$ cat src/rtl/output64_tx.sv
// UART transmitter for 64-bit words with 0xAA preamble / 0x55 postamble session framing.
// Words go out MSB byte first; each byte is start, LSB-first data, then stop bit(s).
//
// state  | meaning
// IDLE   | no session, line high, waiting for open_req
// OPEN   | sending 8x 0xAA preamble
// ACTIVE | session open, word_ready high
// SEND   | sending the captured word, MSB byte first
// CLOSE  | sending 8x 0x55 postamble, then back to IDLE
module output64_tx #(
    parameter int CLK_HZ       = 50_000_000,
    parameter int BIT_RATE     = 9600,
    parameter int CLKS_PER_BIT = CLK_HZ / BIT_RATE,
    parameter int STOP_BITS    = 1
) (
    input  logic        clk,
    input  logic        reset,
    input  logic        open_req,
    input  logic        close_req,
    input  logic        word_valid,
    input  logic [63:0] word_data,
    output logic        word_ready,
    output logic        word_done,
    output logic        uart_txd,
    output logic        busy,
    output logic [2:0]  fsm_state,
    output logic [3:0]  byte_cnt
);

    localparam logic [2:0] S_IDLE   = 3'b000;
    localparam logic [2:0] S_OPEN   = 3'b001;
    localparam logic [2:0] S_ACTIVE = 3'b010;
    localparam logic [2:0] S_SEND   = 3'b011;
    localparam logic [2:0] S_CLOSE  = 3'b100;

    localparam int              BAUD_W    = $clog2(CLKS_PER_BIT + 1);
    localparam logic [BAUD_W-1:0] BAUD_LAST = BAUD_W'(CLKS_PER_BIT - 1);
    localparam logic [3:0]      BIT_LAST  = 4'(8 + STOP_BITS);

    logic [2:0]        state;
    logic [BAUD_W-1:0] baud_cnt;
    logic [3:0]        bit_cnt;
    logic [3:0]        byte_cnt_q;
    logic [63:0]       shreg;
    logic              close_pend;
    logic              txd_q;
    logic              done_q;

    logic       sending;
    logic [7:0] cur_byte;
    logic [2:0] bit_idx;
    logic       line_bit;
    logic       bit_end;
    logic       byte_end;
    logic       group_end;

    always_comb begin
        sending  = (state == S_OPEN) || (state == S_SEND) || (state == S_CLOSE);
        cur_byte = shreg[63:56];
        case (state)
            S_OPEN:  cur_byte = 8'hAA;
            S_CLOSE: cur_byte = 8'h55;
            default: cur_byte = shreg[63:56];
        endcase
        bit_idx = 3'(bit_cnt - 4'd1);
        if (bit_cnt == 4'd0)
            line_bit = 1'b0;
        else if (bit_cnt <= 4'd8)
            line_bit = cur_byte[bit_idx];
        else
            line_bit = 1'b1;
        bit_end   = (baud_cnt == BAUD_LAST);
        byte_end  = bit_end && (bit_cnt == BIT_LAST);
        group_end = byte_end && (byte_cnt_q == 4'd7);
    end

    // The counters describe the bit the line will carry from the next edge,
    // so the line falls one edge after the state is entered.
    always_ff @(posedge clk or posedge reset) begin
        if (reset) begin
            state      <= S_IDLE;
            baud_cnt   <= '0;
            bit_cnt    <= '0;
            byte_cnt_q <= '0;
            shreg      <= '0;
            close_pend <= 1'b0;
            txd_q      <= 1'b1;
            done_q     <= 1'b0;
        end else begin
            done_q <= 1'b0;
            txd_q  <= sending ? line_bit : 1'b1;
            case (state)
                S_IDLE: begin
                    if (open_req) begin
                        state      <= S_OPEN;
                        baud_cnt   <= '0;
                        bit_cnt    <= '0;
                        byte_cnt_q <= '0;
                    end
                end
                S_ACTIVE: begin
                    baud_cnt   <= '0;
                    bit_cnt    <= '0;
                    byte_cnt_q <= '0;
                    if (word_valid) begin
                        shreg <= word_data;
                        state <= S_SEND;
                        if (close_req)
                            close_pend <= 1'b1;
                    end else if (close_req || close_pend) begin
                        state <= S_CLOSE;
                    end
                end
                S_OPEN, S_SEND, S_CLOSE: begin
                    if (state == S_SEND && close_req)
                        close_pend <= 1'b1;
                    if (bit_end) begin
                        baud_cnt <= '0;
                        if (bit_cnt == BIT_LAST) begin
                            bit_cnt <= '0;
                            if (state == S_SEND)
                                shreg <= {shreg[55:0], 8'h00};
                            byte_cnt_q <= group_end ? 4'd0 : byte_cnt_q + 4'd1;
                        end else begin
                            bit_cnt <= bit_cnt + 4'd1;
                        end
                    end else begin
                        baud_cnt <= baud_cnt + 1'b1;
                    end
                    if (group_end) begin
                        case (state)
                            S_OPEN:  state <= S_ACTIVE;
                            S_SEND: begin
                                state  <= S_ACTIVE;
                                done_q <= 1'b1;
                            end
                            default: begin
                                state      <= S_IDLE;
                                close_pend <= 1'b0;
                            end
                        endcase
                    end
                end
                default: state <= S_IDLE;
            endcase
        end
    end

    assign uart_txd   = txd_q;
    assign word_done  = done_q;
    assign word_ready = (state == S_ACTIVE);
    assign busy       = (state != S_IDLE) && (state != S_ACTIVE);
    assign fsm_state  = state;
    assign byte_cnt   = byte_cnt_q;

endmodule

$ cat config.mk
export PLATFORM = sky130hd
export DESIGN_NAME = output64_tx
export DESIGN_NICKNAME = d
export VERILOG_FILES = /design/src/rtl/output64_tx.sv
export SDC_FILE = /design/constraint.sdc
export NUM_CORES = 1
export LEC_CHECK = 0
export ABC_AREA = 1
export BUFFER_PORTS_ARGS = -buffer_cell sky130_fd_sc_hd__buf_2
export CAP_MARGIN = 20
export CORE_MARGIN = 10
export CORE_UTILIZATION = 52
export CTS_CLUSTER_SIZE = 20
export DETAILED_ROUTE_END_ITERATION = 16
export PLACE_DENSITY = 0.85
export SLEW_MARGIN = 25
export SYNTH_ARGS = -nofsm -noshare
export SYNTH_HDL_FRONTEND = slang
export SYNTH_SLANG_ARGS = --single-unit
$ cat constraint.sdc
create_clock -name clk -period 2.4 [get_ports clk]
set_input_delay 0.12 -clock clk [delete_from_list [all_inputs] [get_ports clk]]
set_output_delay 0.12 -clock clk [all_outputs]
set_load 0.005 [all_outputs]
==> flow_results.xml <==
<?xml version="1.0" encoding="UTF-8"?>
<metrics>
  <group name="setup_path">
    <metric name="crit_path_start_kind" unit="">register</metric>
    <metric name="worst_setup_path_end_kind" unit="">register</metric>
    <metric name="timing.reg2reg.setup_slack" unit="ns">0.27</metric>
    <metric name="regToRegStartpoint" unit="">bit_cnt[0]</metric>
    <metric name="cp_top_family" unit="">simple AND/OR/NAND/NOR gates</metric>
    <metric name="crit_path_cell_trace" unit="">ha_1 -&gt; nand2_1 -&gt; nor2_1 -&gt; nor2_1 -&gt; nor2_4 -&gt; buf_12 -&gt; nand3_1 -&gt; nand2_1</metric>
    <metric name="crit_type" unit="">register to register</metric>
    <metric name="timing.critical_path.fanout_max" unit="">64</metric>
    <metric name="r2r_end" unit="">shreg[17]</metric>
    <metric name="cp_slowest_cell" unit="">dfrtp_1</metric>
    <metric name="worstPathRequired" unit="ns">2.70</metric>
    <metric name="critical_path.n_buffers_inverters" unit="">1</metric>
    <metric name="worst_path_largest_cell_delay" unit="ns">0.53</metric>
    <metric name="r2r_cells" unit="">8</metric>
    <metric name="critical_path_data_arrival_time" unit="ns">2.42</metric>
  </group>
  <group name="cts">
    <metric name="clk_pin_slew_worst_paths" unit="ns">0.10</metric>
    <metric name="htree_num_levels" unit="">3</metric>
    <metric name="max-clock-path-buffers" unit="">2</metric>
    <metric name="cts_root_buf" unit="">clkbuf_8</metric>
    <metric name="clkLatencyLatePin" unit="ns">0.36</metric>
    <metric name="clock_sinks" unit="">91</metric>
    <metric name="cts_tree" unit="">yes</metric>
    <metric name="tritoncts.num_buffers" unit="">9</metric>
  </group>
  <group name="finish">
    <metric name="layout-area-overhead-vs-synth" unit="%">14.9</metric>
    <metric name="final_nets" unit="">869</metric>
    <metric name="diodes" unit="">0</metric>
    <metric name="final_layout_size_suffix_gt1_frac" unit="">0.147</metric>
    <metric name="fillerInstances" unit="">864</metric>
  </group>
  <group name="synthesis">
    <metric name="syn_area" unit="um^2">5060</metric>
    <metric name="synth_top_area_frac" unit="">0.445</metric>
    <metric name="synth_enable_flop_cells" unit="">0</metric>
    <metric name="synth.net_count" unit="">808</metric>
    <metric name="synth-seq-cells" unit="">91</metric>
    <metric name="synth.largest_area_cell" unit="">dfrtp_1</metric>
    <metric name="synth.yosys.seq_area_share" unit="">0.450</metric>
    <metric name="post_synth_main_area_contributors" unit="">dfrtp_1 44%, nand2_1 28%, nand3_1 7.7%</metric>
    <metric name="synth.lib_cells_used.distinct" unit="">26</metric>
    <metric name="yosys.cell_count.top_type" unit="">nand2_1</metric>
    <metric name="number_of_warning_messages_in_the_yosys_log" unit="">0</metric>
    <metric name="syn_inst" unit="">732</metric>
    <metric name="post_synth_most_frequent_cells" unit="">383 x nand2_1, 90 x dfrtp_1, 78 x nand3_1</metric>
    <metric name="synth_area_per_cell" unit="um^2">6.91</metric>
    <metric name="yosys_most_used_dff" unit="">dfrtp_1</metric>
    <metric name="async_flop_share" unit="">1.00</metric>
  </group>
  <group name="power">
    <metric name="power.density" unit="nW/um^2">1370</metric>
    <metric name="power.ir.vdd_worst" unit="V">0.000938</metric>
    <metric name="power.static_leakage" unit="nW">3.21</metric>
  </group>
  <group name="die">
    <metric name="core" unit="um^2">9370</metric>
    <metric name="num_io_pins" unit="">80</metric>
    <metric name="initial_utilization" unit="">0.540</metric>
    <metric name="die_y" unit="um">119</metric>
    <metric name="std_cell_rows" unit="">35</metric>
    <metric name="die_x" unit="um">119</metric>
    <metric name="fp.dieArea" unit="um^2">14100</metric>
  </group>
  <group name="global_routing">
    <metric name="grt_overflow" unit="">0</metric>
    <metric name="vias_in_the_first_global_route" unit="">4975</metric>
    <metric name="grt_first_pass_wirelength" unit="um">22500</metric>
    <metric name="grt_start_max_net_pins" unit="">69</metric>
    <metric name="overall_fraction_of_global_route_tracks_in_use" unit="">0.185</metric>
    <metric name="antenna_found_initial" unit="">0</metric>
  </group>
  <group name="placed_design">
    <metric name="dpl_worst_slack" unit="ns">0.326</metric>
    <metric name="port-buffer-count" unit="">79</metric>
    <metric name="routabilityCongestion" unit="">0.871</metric>
    <metric name="dp.final_hpwl" unit="um">8660</metric>
  </group>
  <group name="drt">
    <metric name="drt-total-wl" unit="um">12600</metric>
    <metric name="wire_per_inst" unit="um">13.6</metric>
    <metric name="firstDrtPassIters" unit="">5</metric>
    <metric name="post_route_ant_nets" unit="">0</metric>
    <metric name="post_drt_via_cell_ratio" unit="">5.22</metric>
    <metric name="initial_drc_count" unit="">321</metric>
    <metric name="post-route-drc-count" unit="">0</metric>
    <metric name="via_count" unit="">4835</metric>
  </group>
  <group name="worst_hold_path">
    <metric name="hold_path.startpoint" unit="">word_data[41]</metric>
    <metric name="timing.hold.worst_path_depth" unit="">5</metric>
    <metric name="hold_path.class" unit="">input pin to register</metric>
    <metric name="whs_endpoint" unit="">shreg[41]</metric>
  </group>
  <group name="timing">
    <metric name="finalHoldViolations" unit="">0</metric>
    <metric name="rsz0062_at_grt" unit="">false</metric>
    <metric name="finClkSkew" unit="ns">0.0129</metric>
    <metric name="setup_viol_count_final" unit="">0</metric>
    <metric name="setup_tns" unit="ns">0</metric>
    <metric name="min_period_over_period" unit="">0.886</metric>
    <metric name="final_critical_delay_including_setup_and_external_delays" unit="ns">2.13</metric>
    <metric name="fin_ws" unit="ns">0.274</metric>
    <metric name="fmax" unit="MHz">470</metric>
    <metric name="slew_viol_final" unit="">0</metric>
    <metric name="worst_tran_pin_value" unit="ns">0.882</metric>
    <metric name="slew_headroom" unit="">0.411</metric>
  </group>
  <group name="outcome">
    <metric name="status" unit="">finished clean</metric>
  </group>
  <group name="run">
    <metric name="drv_cap" unit="">0</metric>
  </group>
</metrics>
==> layout make-up <==
| type | instances | area [um^2] | share of cell area |
|---|---|---|---|
| Timing Repair Buffer | 88 | 515 | 0.0887 |
| Clock buffer | 10 | 138 | 0.0237 |
| Tap cell | 129 | 161 | 0.0278 |
| Inverter | 35 | 135 | 0.0232 |
| Sequential cell | 91 | 2280 | 0.392 |
| Clock inverter | 6 | 119 | 0.0204 |
| Multi-Input combinational cell | 568 | 2470 | 0.424 |
==> where the power goes <==
part | internal (mW) | leakage [nW] | total [mW] | switching, mW
Combinational | 1.29 | 1.90 | 4.19 | 2.90
Sequential | 2.10 | 1.19 | 2.47 | 0.370
Clock | 0.736 | 0.129 | 1.31 | 0.575
Total | 4.13 | 3.21 | 7.97 | 3.84
==> per-layer routing <==
metal | vias up | wire [um] | global-route usage
met5 | - | 0 | 0
met4 | 0 | 133 | 0.0511
met3 | 13 | 751 | 0.0395
met2 | 166 | 6230 | 0.309
met1 | 2226 | 5530 | 0.237
li1 | 2430 | - | -
==> what timing repair did <==
| item | in CTS | in global routing |
|---|---|---|
| hold endpoints to repair | 37 | 0 |
| hold buffers | 1 | 0 |
| setup endpoints to repair | 0 | 0 |
| resized for setup | 0 | 0 |
| setup buffers | 0 | 0 |
==> worst min-delay path, stage by stage <==
cell     delay [ns]
buf_2          0.07
nand2_1        0.04
nand2_1        0.05
nand3_1        0.07
nand2_1        0.06
==> flip-flops by register name (all words and copies together), names as in the netlist <==
signal and count:
shreg 64, baud_cnt 13, bit_cnt 4, byte_cnt 4, fsm_state 3, close_pend 1
uart_txd 1, word_done 1
==> cell usage in the layout, fill, tap and decap left out, drive strengths merged, types with 7 or more instances in the layout <==
cell type,count
buf,87
clkbuf,10
dfrtp,90
ha,7
inv,37
nand2,384
nand3,78
nand3b,9
nand4,11
nor2,28
nor3,16
o21ai,17
==> how the worst max path moves through the flow <==
stage                     startpoint        end  slack (ns)  cells past startpoint
after floorplan           bit_cnt[1]   shreg[0]        0.75                     10
after global placement    bit_cnt[0]  shreg[17]        0.32                      8
after detailed placement  bit_cnt[0]  shreg[17]        0.33                      8
after CTS                 bit_cnt[0]  shreg[17]        0.30                      8
after global routing      bit_cnt[1]  shreg[50]        0.08                      9
final                     bit_cnt[0]  shreg[17]        0.27                      8
==> stage by stage <==
stage / area, um^2 / utilization / hold WS (ns) / instances / total power, mW
after floorplan: 5060 / - / 0.318 / 732 / 5.67
after global placement: 5550 / 0.592 / 0.333 / 910 / 6.56
after detailed placement: 5550 / 0.592 / 0.354 / 910 / 6.69
after CTS: 5810 / 0.620 / 0.0641 / 927 / 8.05
after global routing: 5810 / 0.620 / 0.0809 / 927 / 8.80
final: 5810 / 0.620 / 0.0765 / 927 / 7.97
==> logic make-up (layout without fill, tap and decap cells) <==
| kind of cell | Yosys count | after routing | synth area share |
|---|---|---|---|
| XOR/XNOR | 4 | 4 | 0.00692 |
| AO/OA/AOI/OAI | 29 | 29 | 0.0311 |
| adder cells (fa/ha/maj) | 7 | 7 | 0.0173 |
| flip-flops | 91 | 91 | 0.450 |
| buffers and inverters | 73 | 139 | 0.0648 |
| AND/OR/NAND/NOR | 528 | 528 | 0.430 |
(Power assumes the default switching activity.)
